### src/rtl/instmem_ctrl_pkg.sv
// Shared types and defaults for the instruction-memory controller.
// The arbiter and the top both import this package.
package instmem_ctrl_pkg;

    localparam int AW_DEF = 16;
    localparam int DW_DEF = 32;

    typedef enum logic [1:0] {
        ST_INIT = 2'd0,
        ST_BOOT = 2'd1,
        ST_RUN  = 2'd2
    } state_e;

endpackage

### src/rtl/instmem_arb_starve.sv
// Grant decision for the shared instruction memory.
// Fetch has priority in RUN, and a starvation counter guarantees the loader a slot.
module instmem_arb_starve
    import instmem_ctrl_pkg::*;
#(
    parameter int STARVE_LIMIT = 4
) (
    input  logic   clk,
    input  logic   reset,
    input  state_e state_i,
    input  logic   f_req_i,
    input  logic   l_req_i,
    output logic   f_gnt_o,
    output logic   l_gnt_o
);

    localparam int            CW    = (STARVE_LIMIT < 1) ? 1 : $clog2(STARVE_LIMIT + 1);
    localparam logic [CW-1:0] LIMIT = CW'(STARVE_LIMIT);

    logic [CW-1:0] cnt_q, cnt_d;
    logic          loader_wins;

    always_comb begin
        // NOTE: every output of this block gets a default first, so no path can infer a latch.
        f_gnt_o     = 1'b0;
        l_gnt_o     = 1'b0;
        cnt_d       = cnt_q;
        loader_wins = (cnt_q == LIMIT) && l_req_i;
        case (state_i)
            ST_BOOT: begin
                l_gnt_o = l_req_i;
            end
            ST_RUN: begin
                f_gnt_o = f_req_i & ~loader_wins;
                l_gnt_o = l_req_i & ~f_gnt_o;
                if (l_gnt_o) begin
                    cnt_d = '0;
                end else if (l_req_i && (cnt_q != LIMIT)) begin
                    cnt_d = cnt_q + 1'b1;
                end
            end
            default: begin
                cnt_d = '0;
            end
        endcase
    end

    always_ff @(posedge clk or negedge reset) begin
        if (!reset) begin
            cnt_q <= '0;
        end else begin
            cnt_q <= cnt_d;
        end
    end

endmodule

### src/rtl/instmem_ctrl.sv
// Shares the single-port instruction memory between CPU fetch (read) and a program loader (write).
// Sequences preload -> optional boot load -> run; fetch data returns one cycle after grant.
module instmem_ctrl
    import instmem_ctrl_pkg::*;
#(
    parameter int AW           = AW_DEF,
    parameter int DW           = DW_DEF,
    parameter int DEPTH        = 256,
    parameter int STARVE_LIMIT = 4,
    parameter bit BOOT_LOAD    = 1'b1
) (
    input  logic          clk,
    input  logic          reset,
    input  logic          f_req,
    input  logic [AW-1:0] f_addr,
    output logic          f_gnt,
    output logic          f_valid,
    output logic [DW-1:0] f_data,
    output logic          f_err,
    input  logic          l_req,
    input  logic [AW-1:0] l_addr,
    input  logic [DW-1:0] l_data,
    input  logic          l_done,
    output logic          l_gnt,
    output logic          cpu_stall,
    output logic          mem_init,
    output logic          mem_write,
    output logic [AW-1:0] mem_addr,
    output logic [DW-1:0] mem_datain,
    input  logic [DW-1:0] mem_dataout
);

    localparam logic [AW-1:0] DEPTH_A = AW'(DEPTH);

    state_e        state_q;
    logic          mem_init_q;
    logic          run_q;
    logic          f_valid_q;
    logic          f_err_q;
    logic [DW-1:0] f_data_q;
    logic          f_oor;

    instmem_arb_starve #(
        .STARVE_LIMIT(STARVE_LIMIT)
    ) u_arb (
        .clk     (clk),
        .reset   (reset),
        .state_i (state_q),
        .f_req_i (f_req),
        .l_req_i (l_req),
        .f_gnt_o (f_gnt),
        .l_gnt_o (l_gnt)
    );

    // mem_init and the run flag are registered alongside the state so they are glitch-free.
    always_ff @(posedge clk or negedge reset) begin
        if (!reset) begin
            state_q    <= ST_INIT;
            mem_init_q <= 1'b1;
            run_q      <= 1'b0;
        end else begin
            case (state_q)
                ST_INIT: begin
                    mem_init_q <= 1'b0;
                    if (BOOT_LOAD) begin
                        state_q <= ST_BOOT;
                    end else begin
                        state_q <= ST_RUN;
                        run_q   <= 1'b1;
                    end
                end
                ST_BOOT: begin
                    if (l_done) begin
                        state_q <= ST_RUN;
                        run_q   <= 1'b1;
                    end
                end
                ST_RUN: begin
                    state_q <= ST_RUN;
                end
                default: begin
                    state_q    <= ST_INIT;
                    mem_init_q <= 1'b1;
                    run_q      <= 1'b0;
                end
            endcase
        end
    end

    assign f_oor      = (f_addr >= DEPTH_A);
    assign mem_datain = l_data;
    assign mem_addr   = f_gnt ? f_addr : (l_gnt ? l_addr : '0);
    assign mem_write  = l_gnt & (l_addr < DEPTH_A);
    assign mem_init   = mem_init_q;
    assign cpu_stall  = ~run_q | (f_req & ~f_gnt);

    // Data and error hold their last value when no fetch was granted; only f_valid drops.
    always_ff @(posedge clk or negedge reset) begin
        if (!reset) begin
            f_valid_q <= 1'b0;
            f_err_q   <= 1'b0;
            f_data_q  <= '0;
        end else begin
            f_valid_q <= f_gnt;
            if (f_gnt) begin
                f_err_q  <= f_oor;
                f_data_q <= f_oor ? '0 : mem_dataout;
            end
        end
    end

    assign f_valid = f_valid_q;
    assign f_err   = f_err_q;
    assign f_data  = f_data_q;

endmodule

### config.mk
export PLATFORM = sky130hd
export DESIGN_NAME = instmem_ctrl
export DESIGN_NICKNAME = d
export VERILOG_FILES = /design/src/rtl/instmem_ctrl_pkg.sv /design/src/rtl/instmem_arb_starve.sv /design/src/rtl/instmem_ctrl.sv
export SDC_FILE = /design/constraint.sdc
export NUM_CORES = 1
export LEC_CHECK = 0
export ABC_CLOCK_PERIOD_IN_PS = 3500
export CAP_MARGIN = 20
export CORE_UTILIZATION = 30
export DETAILED_ROUTE_END_ITERATION = 10
export GPL_TIMING_DRIVEN = 1
export PLACE_DENSITY = 0.78
export SYNTH_ARGS = -nofsm -noshare
export SYNTH_HDL_FRONTEND = slang
export SYNTH_SLANG_ARGS = --single-unit
### constraint.sdc
create_clock -name clk -period 3.5 [get_ports clk]
set_input_delay 0.875 -clock clk [delete_from_list [all_inputs] [get_ports clk]]
set_output_delay 0.875 -clock clk [all_outputs]
set_load 0.05 [all_outputs]
==> impl_metrics.yaml, run 1 <==
route:
  detail_route.wirelength_mm: 7.49
  dr_total_vias: 2101
  dr_wl_met3_um: 844
  vias_per_cell: 5.17
  highest_layer: "met4"
  detail_route.iter0.violations: 77
  drc: 0
  detail_route.wl_per_cell_um: 18.5
  drt_pre_antenna_iters: 4
  final_antenna_net_count: 0
  wl_met2_mm: 3.77
  drt-met1-wl_mm: 2.70
synthesis:
  synth-edff-count: 0
  async_reset_ff_frac: 1.00
  ys_seq_area_frac: 0.452
  post_synth_inst_count: 217
  synth.cell_area_um2: 2270
  yosys_warnings: 0
  area_fraction_in_and_or_nand_and_nor_cells_after_synthesis: 0.130
  synthesis.nets: 323
  portion_of_netlist_area_occupied_by_mux_cells: 0.00495
  post_syn_area_per_cell_um2: 10.5
  synth-adder-area-share: 0.0275
  synth_compound_gate_area_share: 0.227
  synth.ff_latch_count: 41
  ys.flop_type: "sky130_fd_sc_hd__dfrtp_1"
  post_synth_xor_area_fraction: 0
  synth_cell_types: 31
  synth_top_family_by_area: "compound AO/OA/AOI/OAI gates"
floorplan:
  design.core.area_um2: 7290
  fp.dieArea_um2: 7930
  initial_utilization: 0.312
  site_rows: 31
  die_w_um: 89.1
  dieHeight_um: 89.1
  ioPinCount: 188
setup_path:
  path_cells: "clkdlybuf4s50_1, and2_1, a21oi_4, a22o_1, buf_12"
  worst_path_largest_cell_delay_ps: 450
  critPathArrivalTime_ps: 2450
  cpLargestDelayFamily: "compound AO/OA/AOI/OAI gates"
  crit_fanout: 16
  criticalPathCategory: "in2out"
  worstPathRequired_ps: 2620
  setup.worst_path.start_class: "input pin"
  worstSetupEndpointType: "primary output"
  critical_path.slowest_cell: "sky130_fd_sc_hd__clkdlybuf4s50_1"
  buf_inv_stages_crit_path: 2
grt:
  grt_first_pass_wirelength_mm: 10.7
  gr-usage-all-layers: 0.182
  vias_in_the_first_global_route: 2003
  antenna_found_initial: 0
  grt_max_degree: 42
  grt-ovfl-total: 0
min_path:
  hold_class: "reg2reg"
place:
  hpwlAfterDp_mm: 5.65
  port_buffers: 123
  globalplace.congestion: 0.723
clock_network:
  cts_hold_buffers: 0
  cts_tree: "yes"
  clock_tree_root: "sky130_fd_sc_hd__clkbuf_8"
  h-tree-depth: 2
  cts.reportedPaths.clkPinSlew_ps: 80
  numCtsBuffers: 5
  cts_max_path_buffers: 2
  post_cts.resized_instances: 0
  clk-insertion-delay-late_ps: 290
  postCtsSetupBuffers: 0
  numClockSinks: 41
sta:
  slew-limit-headroom: 0.386
  fin_crit_sh: 0.950
  achievable-frequency_mhz: 301
  final.setup.tns_ps: 0
  grt_setup_unrepaired: "false"
  worst_slew_pin_tran_ps: 920
  finalHoldViolCount: 0
  timing.clock.skew_ps: 4.16
  final_period_minus_worst_setup_slack_ps: 3320
  setup-violations-final: 0
  slew_viol_final: 0
cells_and_area:
  final.fill_count: 684
  antenna-diode-count: 0
  layout.core_utilization: 0.500
  layout-area-overhead-vs-synth_pct: 60.3
  multi_input_area_um2: 887
  nNetsFinal: 412
  final_common_cell: "sky130_fd_sc_hd__clkdlybuf4s50_1"
  drive_above_1_share: 0.134
  final_cell_mix: "sky130_fd_sc_hd__clkdlybuf4s50_1, sky130_fd_sc_hd__dfrtp_1, sky130_fd_sc_hd__nand3_1, sky130_fd_sc_hd__o2bb2ai_1, sky130_fd_sc_hd__buf_12"
  area.sequential_um2: 1030
power:
  pwr_density_cell_nw_per_um2: 569
  p_leak_nw: 1.43
  irDropWorstVdd_uv: 244
job:
  max-cap-violations: 0
status:
  result_of_the_run: "finished clean"
## sequential cells by signal, summed over array words and instances (netlist names)
signal / count
run_q: 1
state_q: 2
u_arb.cnt_q: 3
mem_init: 1
f_data: 32
f_valid: 1
f_err: 1
## area by class of cell
type	instances	area share
Clock inverter	3	0.0127
Timing Repair Buffer	129	0.400
Tap cell	99	0.0340
Clock buffer	5	0.0189
Sequential cell	41	0.282
Inverter	8	0.00893
Multi-Input combinational cell	121	0.243
## cells in the mapped netlist, drive strengths merged, types with 2 or more instances
library cell  instances  share of area
o2bb2ai              32           0.12
nand3                34          0.080
or3                   2         0.0055
a21oi                 3          0.012
inv                   8          0.014
nand2                 6          0.017
nor4                  4          0.011
buf                  41           0.13
a22o                 16          0.062
o21ai                 8          0.018
clkbuf                6         0.0099
ha                    5          0.028
dfrtp                40           0.44
## cells by family (layout without fill, tap and decap cells)
family | Yosys count | after routing
compound gates | 63 | 63
fa+ha+maj | 5 | 5
mux | 1 | 1
buf+inv | 55 | 145
simple gates | 52 | 52
flops | 41 | 41
## power by group
part | total (mW) | switching, mW | internal (mW)
registers | 0.538 | 0.0215 | 0.517
clock network | 0.385 | 0.172 | 0.214
logic | 1.15 | 0.652 | 0.497
## through the flow
step	power, mW	hold WS (ps)	cell area [um^2]	worst slack, ps	cells
after floorplan	1.31	485	2270	71.6	217
after detailed placement	1.70	473	3530	175	398
after CTS	2.10	497	3640	172	406
final	2.07	493	3640	177	406
after global routing	2.18	506	3640	114	406
after global placement	1.68	472	3530	204	398
## metal layers
layer,global-route usage,vias up
met5,0,-
li1,-,948
met2,0.327,133
met1,0.204,1012
met4,0.0664,0
met3,0.0563,8
## path summary, 6_finish.rpt
check	depth (start not counted)	start	to	slack [ps]
worst max-delay path	5	f_req	mem_addr[5]	180
min in group asynchronous	1	reset	f_data[15]	720
worst max register to register	6	state_q[0]	u_arb.cnt_q[2]	1650
max in group asynchronous	1	reset	f_err	2210
worst min register to register	1	f_data[10]	f_data[10]	490
worst min-delay path	1	f_data[10]	f_data[10]	490
(Power assumes the default switching activity.)
==> run 2: changes to the inputs <==
Settings changed: CAP_MARGIN 20 to 40.
==> run 2 against run 1 <==
Effect of this change: design area rose by 0.76%; clock-buffer cell count unchanged; maximum frequency down 0.34%; first-iteration DRC count grew 3.9%; total power up 0.26%; via count down 0.62%; sequential power is essentially flat; critical path depth unchanged; clock skew about the same; sequential cell count stayed put; largest power group unchanged.
==> impl_metrics.yaml, run 2 (synthesis results as in run 1) <==
place:
  globalplace.congestion: 0.723
  port_buffers: 123
  hpwlAfterDp_mm: 5.75
  postPlaceCellArea_um2: 3560
clock_network:
  numCtsBuffers: 5
  clk-insertion-delay-late_ps: 290
  cts_tree: "yes"
  cts_max_path_buffers: 2
  cts_hold_buffers: 0
  h-tree-depth: 2
  clock_tree_root: "sky130_fd_sc_hd__clkbuf_8"
  post_cts.resized_instances: 0
  numClockSinks: 41
  postCtsSetupBuffers: 0
  cts.reportedPaths.clkPinSlew_ps: 90
setup_path:
  r2r-end: "u_arb.cnt_q[2]"
  path_depth: 5
  path_cells: "clkdlybuf4s50_1, and2_1, a21oi_4, a22o_1, buf_12"
  cpLargestDelayFamily: "compound AO/OA/AOI/OAI gates"
  criticalPathCategory: "in2out"
  setup.worst_path.start_class: "input pin"
  worst_setup_path_endpoint: "mem_addr[6]"
  setup.worst_path.start: "f_req"
  worstPathRequired_ps: 2620
  flop2flop_setup_slack_ps: 1660
  critPathArrivalTime_ps: 2460
  rr_worst_depth: 6
  critical_path.slowest_cell: "sky130_fd_sc_hd__clkdlybuf4s50_1"
  worstSetupEndpointType: "primary output"
  buf_inv_stages_crit_path: 2
  worst_path_largest_cell_delay_ps: 450
  crit-reg2reg-launch: "state_q[0]"
  crit_fanout: 16
route:
  detail_route.wl_per_cell_um: 18.4
  vias_per_cell: 5.13
  drc: 0
  dr_total_vias: 2088
  detail_route.wirelength_mm: 7.50
  final_antenna_net_count: 0
  detail_route.iter0.violations: 80
  drt_pre_antenna_iters: 4
sta:
  worst_slew_pin_tran_ps: 516
  slew_viol_final: 0
  final.setup.tns_ps: 0
  finalHoldViolCount: 0
  fin_crit_sh: 0.953
  slew-limit-headroom: 0.655
  achievable-frequency_mhz: 300
  grt_setup_unrepaired: "false"
  setup-violations-final: 0
  timing.clock.skew_ps: 4.50
  final_period_minus_worst_setup_slack_ps: 3330
floorplan:
  site_rows: 31
  dieHeight_um: 89.1
  ioPinCount: 188
  fp.dieArea_um2: 7930
  design.core.area_um2: 7290
  initial_utilization: 0.312
  die_w_um: 89.1
grt:
  grt_first_pass_wirelength_mm: 10.4
  antenna_found_initial: 0
  grt_max_degree: 35
  gr-usage-all-layers: 0.177
  vias_in_the_first_global_route: 1957
  grt-ovfl-total: 0
cells_and_area:
  nNetsFinal: 413
  antenna-diode-count: 0
  layout.core_utilization: 0.504
  largest_register_ff_count: 32
  finalInstanceArea_um2: 3670
  layout-area-overhead-vs-synth_pct: 61.5
  drive_above_1_share: 0.136
  final_common_cell: "sky130_fd_sc_hd__clkdlybuf4s50_1"
  final.fill_count: 679
  final_cell_mix: "sky130_fd_sc_hd__clkdlybuf4s50_1, sky130_fd_sc_hd__dfrtp_1, sky130_fd_sc_hd__nand3_1, sky130_fd_sc_hd__o2bb2ai_1, sky130_fd_sc_hd__buf_12"
power:
  power_after_layout_mw: 2.08
  power.combinational.fraction: 0.555
  pwr_density_cell_nw_per_um2: 566
  power_switching_share: 0.408
  power.switching_uw: 848
  power.clock.fraction: 0.186
  p_leak_nw: 1.44
  irDropWorstVdd_uv: 249
  pwr-share-seq: 0.259
  p_int_mw: 1.23
status:
  result_of_the_run: "finished clean"
job:
  max-cap-violations: 0
min_path:
  hold_class: "reg2reg"
[run 2: worst min path at each step]
stage	start	end	slack, ps	cells after the start
floorplan	run_q	run_q	480	2
global placement	f_data[16]	f_data[16]	470	1
detailed placement	f_data[21]	f_data[21]	470	1
CTS	f_data[21]	f_data[21]	500	1
global route	f_data[28]	f_data[28]	500	1
finish	f_data[21]	f_data[21]	490	1
[run 2: per-stage QoR]
stage / std cells / hold slack, ps / setup WS (ps)
floorplan: 217 / 485 / 71.6
global placement: 398 / 472 / 204
detailed placement: 399 / 473 / 183
CTS: 407 / 498 / 173
global route: 407 / 505 / 125
finish: 407 / 494 / 165
[run 2: layout make-up]
class                   instances  area [um^2]  area share
clock inverters                 3         46.3      0.0126
well taps                      99          124      0.0337
flip-flops and latches         41         1030       0.280
repair buffers                130         1490       0.405
clock buffers                   5         68.8      0.0187
inverters                       8         32.5     0.00886
multi-input cells             121          887       0.242
[run 2: metal layers]
metal  track usage  vias up  share of wire
li1              -      950              -
met1         0.196     1015           0.36
met2         0.316      117           0.50
met3        0.0628        6           0.12
met4        0.0592        0          0.020
met5             0        -              0
[run 2: power groups by stage]
stage                     clock, mW  combinational [mW]  sequential (mW)
after floorplan                   0               0.715            0.590
after global placement            0                1.14            0.545
after detailed placement          0                1.15            0.548
after CTS                     0.399                1.16            0.538
after global routing          0.418                1.21            0.543
final                         0.386                1.15            0.538
